`src/rtl/pipe_pkg.sv`:
```
// rtl/pipe_pkg.sv - shared constants and stage record for the pipelined subtractor
// Contents:
//   PIPE_STAGES  number of register slices between input and output
//   PIPE_WIDTH   operand width the stage record is sized for
//   occ_width()  bits needed to count 0..PIPE_STAGES valid stages
//   stage_t      per-stage record: valid, sum, a, d, err
package pipe_pkg;

    localparam int PIPE_STAGES = 5;
    localparam int PIPE_WIDTH  = 8;

    function automatic int occ_width();
        return $clog2(PIPE_STAGES + 1);
    endfunction

    localparam int OCC_W = occ_width();

    // Every slice carries the full record so a stage only overrides the
    // fields it computes; the recovered operand b is d[PIPE_WIDTH-1:0].
    typedef struct packed {
        logic                  valid;
        logic [PIPE_WIDTH:0]   sum;
        logic [PIPE_WIDTH-1:0] a;
        logic [PIPE_WIDTH+1:0] d;
        logic                  err;
    } stage_t;

endpackage

```
`src/rtl/pipe5_sub_if.sv`:
```
// rtl/pipe5_sub_if.sv - input/output handshake bundle of pipe5_sub
// Signals:
//   in_valid/in_ready/sum_in/a_in      input beat handshake and payload
//   out_valid/out_ready/b_out/err_out  result handshake and payload
//   occupancy                          number of valid stages
// Modports: slave (the pipeline), master (the producer/consumer side)
interface pipe5_sub_if
    import pipe_pkg::*;
#(
    parameter int WIDTH = PIPE_WIDTH
) ();

    logic             in_valid;
    logic             in_ready;
    logic [WIDTH:0]   sum_in;
    logic [WIDTH-1:0] a_in;
    logic             out_valid;
    logic             out_ready;
    logic [WIDTH-1:0] b_out;
    logic             err_out;
    logic [OCC_W-1:0] occupancy;

    modport slave (
        input  in_valid, sum_in, a_in, out_ready,
        output in_ready, out_valid, b_out, err_out, occupancy
    );

    modport master (
        output in_valid, sum_in, a_in, out_ready,
        input  in_ready, out_valid, b_out, err_out, occupancy
    );

endinterface

```
`src/rtl/pipe_stage_reg.sv`:
```
// rtl/pipe_stage_reg.sv - one enable-gated pipeline slice with async reset
// Ports:
//   clk  clock, rising edge
//   rst  asynchronous active-high reset, clears valid and payload
//   en   load d when 1, hold when 0
//   d    next stage record
//   q    registered stage record
module pipe_stage_reg
    import pipe_pkg::*;
#(
    parameter type T = stage_t
) (
    input  logic clk,
    input  logic rst,
    input  logic en,
    input  T     d,
    output T     q
);

    always_ff @(posedge clk or posedge rst) begin
        if (rst) begin
            q <= '0;
        end else if (en) begin
            q <= d;
        end
    end

endmodule

```
`src/rtl/pipe5_sub.sv`:
```
// rtl/pipe5_sub.sv - five-stage pipelined b = sum - a with valid/ready flow control
// Ports:
//   clk  clock, rising edge
//   rst  asynchronous active-high reset
//   bus  pipe5_sub_if.slave: in_valid/in_ready/sum_in/a_in in,
//        out_valid/out_ready/b_out/err_out out, occupancy
// Stages: 1 capture, 2 pass, 3 subtract, 4 range check, 5 output register.
module pipe5_sub
    import pipe_pkg::*;
#(
    // stage_t is sized by PIPE_WIDTH, so WIDTH must stay equal to it
    parameter int WIDTH = PIPE_WIDTH
) (
    input  logic        clk,
    input  logic        rst,
    pipe5_sub_if.slave  bus
);

    stage_t           st_d [1:PIPE_STAGES];
    stage_t           st_q [1:PIPE_STAGES];
    logic             adv;
    logic             take_in;
    logic             take_out;
    logic [OCC_W-1:0] occ_q;

    // The whole pipe moves as one; it only stalls when the output slice
    // holds a beat the consumer is not taking. Bubbles are not collapsed.
    assign adv      = !st_q[PIPE_STAGES].valid || bus.out_ready;
    assign take_in  = bus.in_valid && adv;
    assign take_out = st_q[PIPE_STAGES].valid && bus.out_ready;

    always_comb begin
        st_d[1]       = '0;
        st_d[1].valid = bus.in_valid;
        st_d[1].sum   = bus.sum_in;
        st_d[1].a     = bus.a_in;

        st_d[2] = st_q[1];

        // Two extra bits: bit WIDTH+1 is the borrow (sum < a), bit WIDTH
        // means the difference does not fit in WIDTH bits.
        st_d[3]   = st_q[2];
        st_d[3].d = {1'b0, st_q[2].sum} - {2'b00, st_q[2].a};

        st_d[4]     = st_q[3];
        st_d[4].err = st_q[3].d[WIDTH+1] | st_q[3].d[WIDTH];

        st_d[5] = st_q[4];
    end

    for (genvar i = 1; i <= PIPE_STAGES; i++) begin : g_stage
        pipe_stage_reg #(
            .T (stage_t)
        ) u_reg (
            .clk (clk),
            .rst (rst),
            .en  (adv),
            .d   (st_d[i]),
            .q   (st_q[i])
        );
    end

    // Tracks the popcount of stage valid bits without summing them.
    always_ff @(posedge clk or posedge rst) begin
        if (rst) begin
            occ_q <= '0;
        end else if (take_in && !take_out) begin
            occ_q <= occ_q + OCC_W'(1);
        end else if (!take_in && take_out) begin
            occ_q <= occ_q - OCC_W'(1);
        end
    end

    assign bus.in_ready  = adv;
    assign bus.out_valid = st_q[PIPE_STAGES].valid;
    assign bus.b_out     = st_q[PIPE_STAGES].d[WIDTH-1:0];
    assign bus.err_out   = st_q[PIPE_STAGES].err;
    assign bus.occupancy = occ_q;

    // Operands and the range bits are no longer needed once the result is in
    // the output slice.
    logic unused_tail;
    assign unused_tail = ^{st_q[PIPE_STAGES].sum, st_q[PIPE_STAGES].a,
                           st_q[PIPE_STAGES].d[WIDTH+1:WIDTH]};

endmodule

```
`src/flat_wrapper.sv`:
```
// flat-port wrapper written by rule: the top's interface ports become plain ports
module pipe5_sub_flat import pipe_pkg::*;
#(
                                                                     
    parameter int WIDTH = PIPE_WIDTH
)
  (clk, rst, bus_in_valid, bus_sum_in, bus_a_in, bus_out_ready, bus_in_ready, bus_out_valid, bus_b_out, bus_err_out, bus_occupancy);
  pipe5_sub_if #(.WIDTH(WIDTH)) bus_i ();
  input  logic clk;
  input  logic rst;
  input wire logic [$bits(bus_i.in_valid)-1:0] bus_in_valid;
  input wire logic [$bits(bus_i.sum_in)-1:0] bus_sum_in;
  input wire logic [$bits(bus_i.a_in)-1:0] bus_a_in;
  input wire logic [$bits(bus_i.out_ready)-1:0] bus_out_ready;
  output wire logic [$bits(bus_i.in_ready)-1:0] bus_in_ready;
  output wire logic [$bits(bus_i.out_valid)-1:0] bus_out_valid;
  output wire logic [$bits(bus_i.b_out)-1:0] bus_b_out;
  output wire logic [$bits(bus_i.err_out)-1:0] bus_err_out;
  output wire logic [$bits(bus_i.occupancy)-1:0] bus_occupancy;
  assign bus_i.in_valid = bus_in_valid;
  assign bus_i.sum_in = bus_sum_in;
  assign bus_i.a_in = bus_a_in;
  assign bus_i.out_ready = bus_out_ready;
  assign bus_in_ready = bus_i.in_ready;
  assign bus_out_valid = bus_i.out_valid;
  assign bus_b_out = bus_i.b_out;
  assign bus_err_out = bus_i.err_out;
  assign bus_occupancy = bus_i.occupancy;
  pipe5_sub #(.WIDTH(WIDTH)) u_core (.clk(clk), .rst(rst), .bus(bus_i));
endmodule
```
`config.mk`:
```
export PLATFORM = sky130hd
export DESIGN_NAME = pipe5_sub_flat
export DESIGN_NICKNAME = d
export VERILOG_FILES = /design/src/rtl/pipe_pkg.sv /design/src/rtl/pipe5_sub_if.sv /design/src/rtl/pipe_stage_reg.sv /design/src/rtl/pipe5_sub.sv /design/src/flat_wrapper.sv
export SDC_FILE = /design/constraint.sdc
export NUM_CORES = 1
export LEC_CHECK = 0
export CORE_UTILIZATION = 40
export CTS_CLUSTER_SIZE = 10
export DETAILED_ROUTE_END_ITERATION = 12
export GPL_ROUTABILITY_DRIVEN = 0
export PLACE_DENSITY_LB_ADDON = 0.1
export SLEW_MARGIN = 30
export SYNTH_ARGS = -nofsm -noshare
export SYNTH_HDL_FRONTEND = slang
export SYNTH_SLANG_ARGS = --single-unit
```
`constraint.sdc`:
```
create_clock -name clk -period 2.4 [get_ports clk]
set_input_delay 0.48 -clock clk [delete_from_list [all_inputs] [get_ports clk]]
set_output_delay 0.48 -clock clk [all_outputs]
set_load 0.01 [all_outputs]
```
======== Yosys cells after proc, flatten, opt, wreduce, memory -nomap -nowiden ========
Index checks and enable logic that the tools add are counted.
operators by class
  reduce and logical (&&, ||, !) cells .... 9
  multiplexer cells ....................... 2
  $add $sub $neg .......................... 3
  bitwise operators ....................... 1
operators with widths
  kind                   number
  $sub A9 B8 Y10         1
  $mux W3                2
  $logic_and A1 B1 Y1    4
  $add A3 B1 Y3 const B  1
  $logic_not A1 Y1       3
  $sub A3 B1 Y3 const B  1
  $reduce_bool A2 Y1     1
  $logic_or A1 B1 Y1     1
  $or A1 B1 Y1           1
storage, ports and cells
  flip-flop bits (word level) ............. 70
  word-level logic and storage cells ...... 30

======== Longest topological paths before layout ========
  depth in word-level cells ............... 7
  gate-level depth with buffers ........... 10

======== Cells and area by module ========
From an unflattened synthesis, not the netlist that was laid out.
unflattened totals
  cells, all modules ...................... 380
  area, all modules ....................... 6158.4 µm²
modules (own cells, without submodules)
  module          area each (µm²)  times used  cells an instance
  pipe_stage_reg  1121.1           5           62
  pipe5_sub       553.0            1           70

======== Worst setup path after synthesis ========
No wires, ideal clock.
  path type ............................... in2reg
  from .................................... input port bus_out_ready
  to ...................................... register u_core.occ_q[1] (netlist: u_core.bus.occupancy[1])
  arrival ................................. 2026 ps
  path slack .............................. 250 ps
  setup time .............................. 125 ps
  stages on the path ...................... 8
  buffers on the path ..................... 1
  path through ............................ nor2b_1 > buf_2 > clkinv_1 > and2_1 > ha_1 > inv_1 > fa_1 > mux2_2
between the ends
  word-level cells in the longest chain between the ends .. 5
  elaborated cells between the ends (all ways) .. 9
  classes of those cells .................. 1 x mux; 8 x reduce/logical
ends and longest elaborated chain
  what                                 RTL line            source
  from (decl)                          flat_wrapper.sv:14  input wire logic [$bits(bus_i.out_ready)-1:0] bus_out_ready;
  $logic_or A1 B1 Y1                   pipe5_sub.sv:28     assign adv = !st_q[PIPE_STAGES].valid || bus.out_ready;
  $logic_and A1 B1 Y1                  pipe5_sub.sv:29     assign take_in = bus.in_valid && adv;
  $logic_not A1 Y1                     pipe5_sub.sv:69     end else if (!take_in && take_out) begin
  $logic_and A1 B1 Y1                  pipe5_sub.sv:69
  $reduce_bool A2 Y1 (no source line)  n/a
  to (signal assigned)                 pipe5_sub.sv:68     occ_q <= occ_q + OCC_W'(1);
  to (signal assigned)                 pipe5_sub.sv:70     occ_q <= occ_q - OCC_W'(1);
  to (decl)                            pipe5_sub.sv:24     logic [OCC_W-1:0] occ_q;
Several ways; a longest one is shown, not always the timed one.
A chain may end at the register's enable or synchronous reset.

======== Worst setup path after layout ========
  from .................................... input port bus_out_ready
  to ...................................... output port bus_in_ready
between the ends
  word-level cells in the longest chain between the ends .. 1
ends and longest elaborated chain
  what                RTL line            source
  $logic_or A1 B1 Y1  pipe5_sub.sv:28
  to (decl)           flat_wrapper.sv:15  output wire logic [$bits(bus_i.in_ready)-1:0] bus_in_ready;
No other way between the ends.

==> qor.yml <==
status: "finished clean"
finalNonFillerCells: 368
worstPathArrival_ns: 1.77
grt_use_total: 0.139
ctsHtreeMaxLevel: 3
worst_case_setup_slack_after_placement_ns: -0.00875
min_to: "u_core.g_stage[5].u_reg.q[28]"
number_of_primary_i_o_pins: 35
post_cts_resized: 0
worstSetupPathType: "in -> out"
grt_pass1_wl_mm: 7.98
clkSlewWorstSetupHoldPaths_ns: 0.07
route.antenna.remaining_nets: 0
yosys_register_bits: 70
clock_skew_ns: 0.00731
irDropWorstVdd_mv: 0.556
power.share.sequential: 0.378
synth_fp_nets: 255
clock_tree_from_tritoncts: "done"
slew_headroom: 0.530
synthDominantAreaCellType: "dfrtp_1"
maxSlewViolCount: 0
worst_hold_path_type: "reg -> reg"
cts_root_buf: "clkbuf_8"
share_of_the_synthesized_area_in_the_top_cell_type: 0.591
drt_pass1_iterations: 3
ff_to_ff_path_depth: 9
hpwl_mm: 2.94
worst-endpoint-required_ns: 1.92
p_switching_mw: 1.57
combinationalPowerShare: 0.395
worst-r2r-setup-slack_ns: 0.20
globalRoute.totalOverflow: 0
crit_slowest_cell: "clkdlybuf4s50_1"
drc: 0
leakage_power_nw: 1.60
critical_path.max_fanout: 2
postLayoutCoreUtil: 0.512
vias_in_the_first_global_route: 1714
crit_top_cell: "clkdlybuf4s50_1"
grt_max_degree: 71
maxClockFrequency_mhz: 445
worstSetupStartpoint: "bus_out_ready"
setup_tns_ns: 0
post_route_cells_drive_above_1_share: 0.264
p_total_mw: 5.16
internal-power_mw: 3.59
holdWs_ns: 0.457
cts_sinks: 70
min_period_over_period: 0.936
switching_share: 0.304
coreArea_um2: 7210
r2r-start: "u_core.g_stage[2].u_reg.q[19]"
min_delay_path_depth: 1
placed_cells: 352
tightest_slew_ns: 0.705
die_footprint_um2: 7760
routed_wirelength_mm: 4.66
timing.critical_path.from_type: "input pin"
period_minus_slack_ns: 2.25
post_cts.repair.setup_buffers: 0
drt_first_iter_violations: 66
route.vias.total: 1734
flow.area_growth_from_synthesis_pct: 24.6
cts_inserted_buffers: 9
placement.cell_area_um2: 3440
netlist_top_cells_area: "dfrtp_1 (59%), mux2_2 (18%), ha_1 (3.8%)"
cap_viol_max_count: 0
min_from: "u_core.g_stage[4].u_reg.q[28]"
routed_via_density: 4.71
syn_inst: 223
grt_antenna_before_repair: 0
layout_commonest_cell: "dfrtp_1"
final_nets: 296
die_x_um: 88.1
final_area_um2: 3690
yosys_warnings: 0
die_height_um: 88.1
synthDistinctLibCells: 26
clk_path_buf_depth: 2
most-common-layout-cells: "dfrtp_1 (70), mux2_2 (48), clkdlybuf4s50_1 (34)"
capture_instance_of_the_worst_register_to_register_path: "u_core.g_stage[3].u_reg.q[9]"
placementRows: 31
antenna_cells_inserted: 0
numPortBuffers: 34
cts_hold_repair.buffers: 0
synth_area_per_cell_um2: 13.3
timing.critical_path.cells: "clkdlybuf4s50_1 > nor2b_4 > clkinv_1 > buf_4 > clkdlybuf4s50_1"
hold_viol: 0
post_synth_instance_area_um2: 2960
ys_seq_area_frac: 0.591
endpoint_kind: "output port"
powerDensity_nw_per_um2: 1400
setup_viol: 0
critPathMaxStageDelay_ns: 0.47
timing.final.ws_setup_ns: 0.153
clock_power_share: 0.226
routed_wire_length_per_instance_um: 12.7
grt_setup_unrepaired: "false"
initial_utilization: 0.411
worst_skew_pair.late_latency_ns: 0.34
## cell usage after synthesis (all sizes together)
| cell | instances |
|---|---|
| o221a | 1 |
| nand2b | 2 |
| o31a | 1 |
| nand2 | 20 |
| nor2b | 2 |
| a21oi | 3 |
| buf | 6 |
| ha | 9 |
| fa | 2 |
| a2111oi | 1 |
| inv | 11 |
| nor3 | 2 |
| o21a | 4 |
| xor2 | 3 |
| clkbuf | 3 |
| mux2 | 48 |
| a211oi | 1 |
| a21o | 3 |
| o211ai | 1 |
| clkinv | 1 |
| nor2 | 3 |
| dfrtp | 70 |
| o21ai | 17 |
| xnor2 | 5 |
| o31ai | 3 |
| and2 | 1 |
## worst max-delay path: cells and delay by family
kind | cells | cell delay [ns]
buf+inv | 4 | 1.16
simple gates | 1 | 0.13
## routing by layer
layer	wire (um)	track usage	up-vias
li1	-	-	847
met1	2280	0.183	848
met2	2090	0.207	30
met3	192	0.0415	9
met4	104	0.0718	0
met5	0	0	-
## cell type report
cell class	instances	area (um2)
multi-input combinational	132	1130
tap	99	124
inverter	12	45.0
clock buffer	13	159
sequential	70	1750
clock inverter	3	90.1
timing repair buffer	39	390
fill	679	3520
## flip-flops by register name, indices dropped and copies added, names as in the netlist
signal                  flops
u_core.g_stage.u_reg.q     67
u_core.bus.occupancy        3
## power by group through the flow
stage                     Clock [mW]  Combinational, mW  Sequential, mW
final                           1.17               2.04            1.95
after global placement             0               2.04            1.97
after CTS                       1.21               2.08            1.96
after detailed placement           0               2.06            1.99
after global routing            1.26               2.28            2.02
after floorplan                    0               1.47            1.97
## kinds of logic (layout without fill, tap and decap cells)
logic type	after synthesis	after routing	share of synthesized area
AO/OA/AOI/OAI	35	35	0.0790
XOR/XNOR	8	8	0.0236
adder cells (fa/ha/maj)	11	11	0.0515
buffers and inverters	21	67	0.0291
flip-flops	70	70	0.591
multiplexers	48	48	0.182
AND/OR/NAND/NOR	30	30	0.0431
## worst max path at each step
stage / depth (start not counted) / end / slack (ns)
after CTS: 5 / bus_in_ready / 0.14
after floorplan: 1 / u_core.bus.occupancy[0] / 0.15
final: 5 / bus_in_ready / 0.15
after detailed placement: 8 / u_core.bus.occupancy[1] / -0.009
after global placement: 8 / u_core.bus.occupancy[1] / 0.02
after global routing: 9 / u_core.g_stage[3].u_reg.q[9] / 0.02
Power figures use the tool's default switching activity.
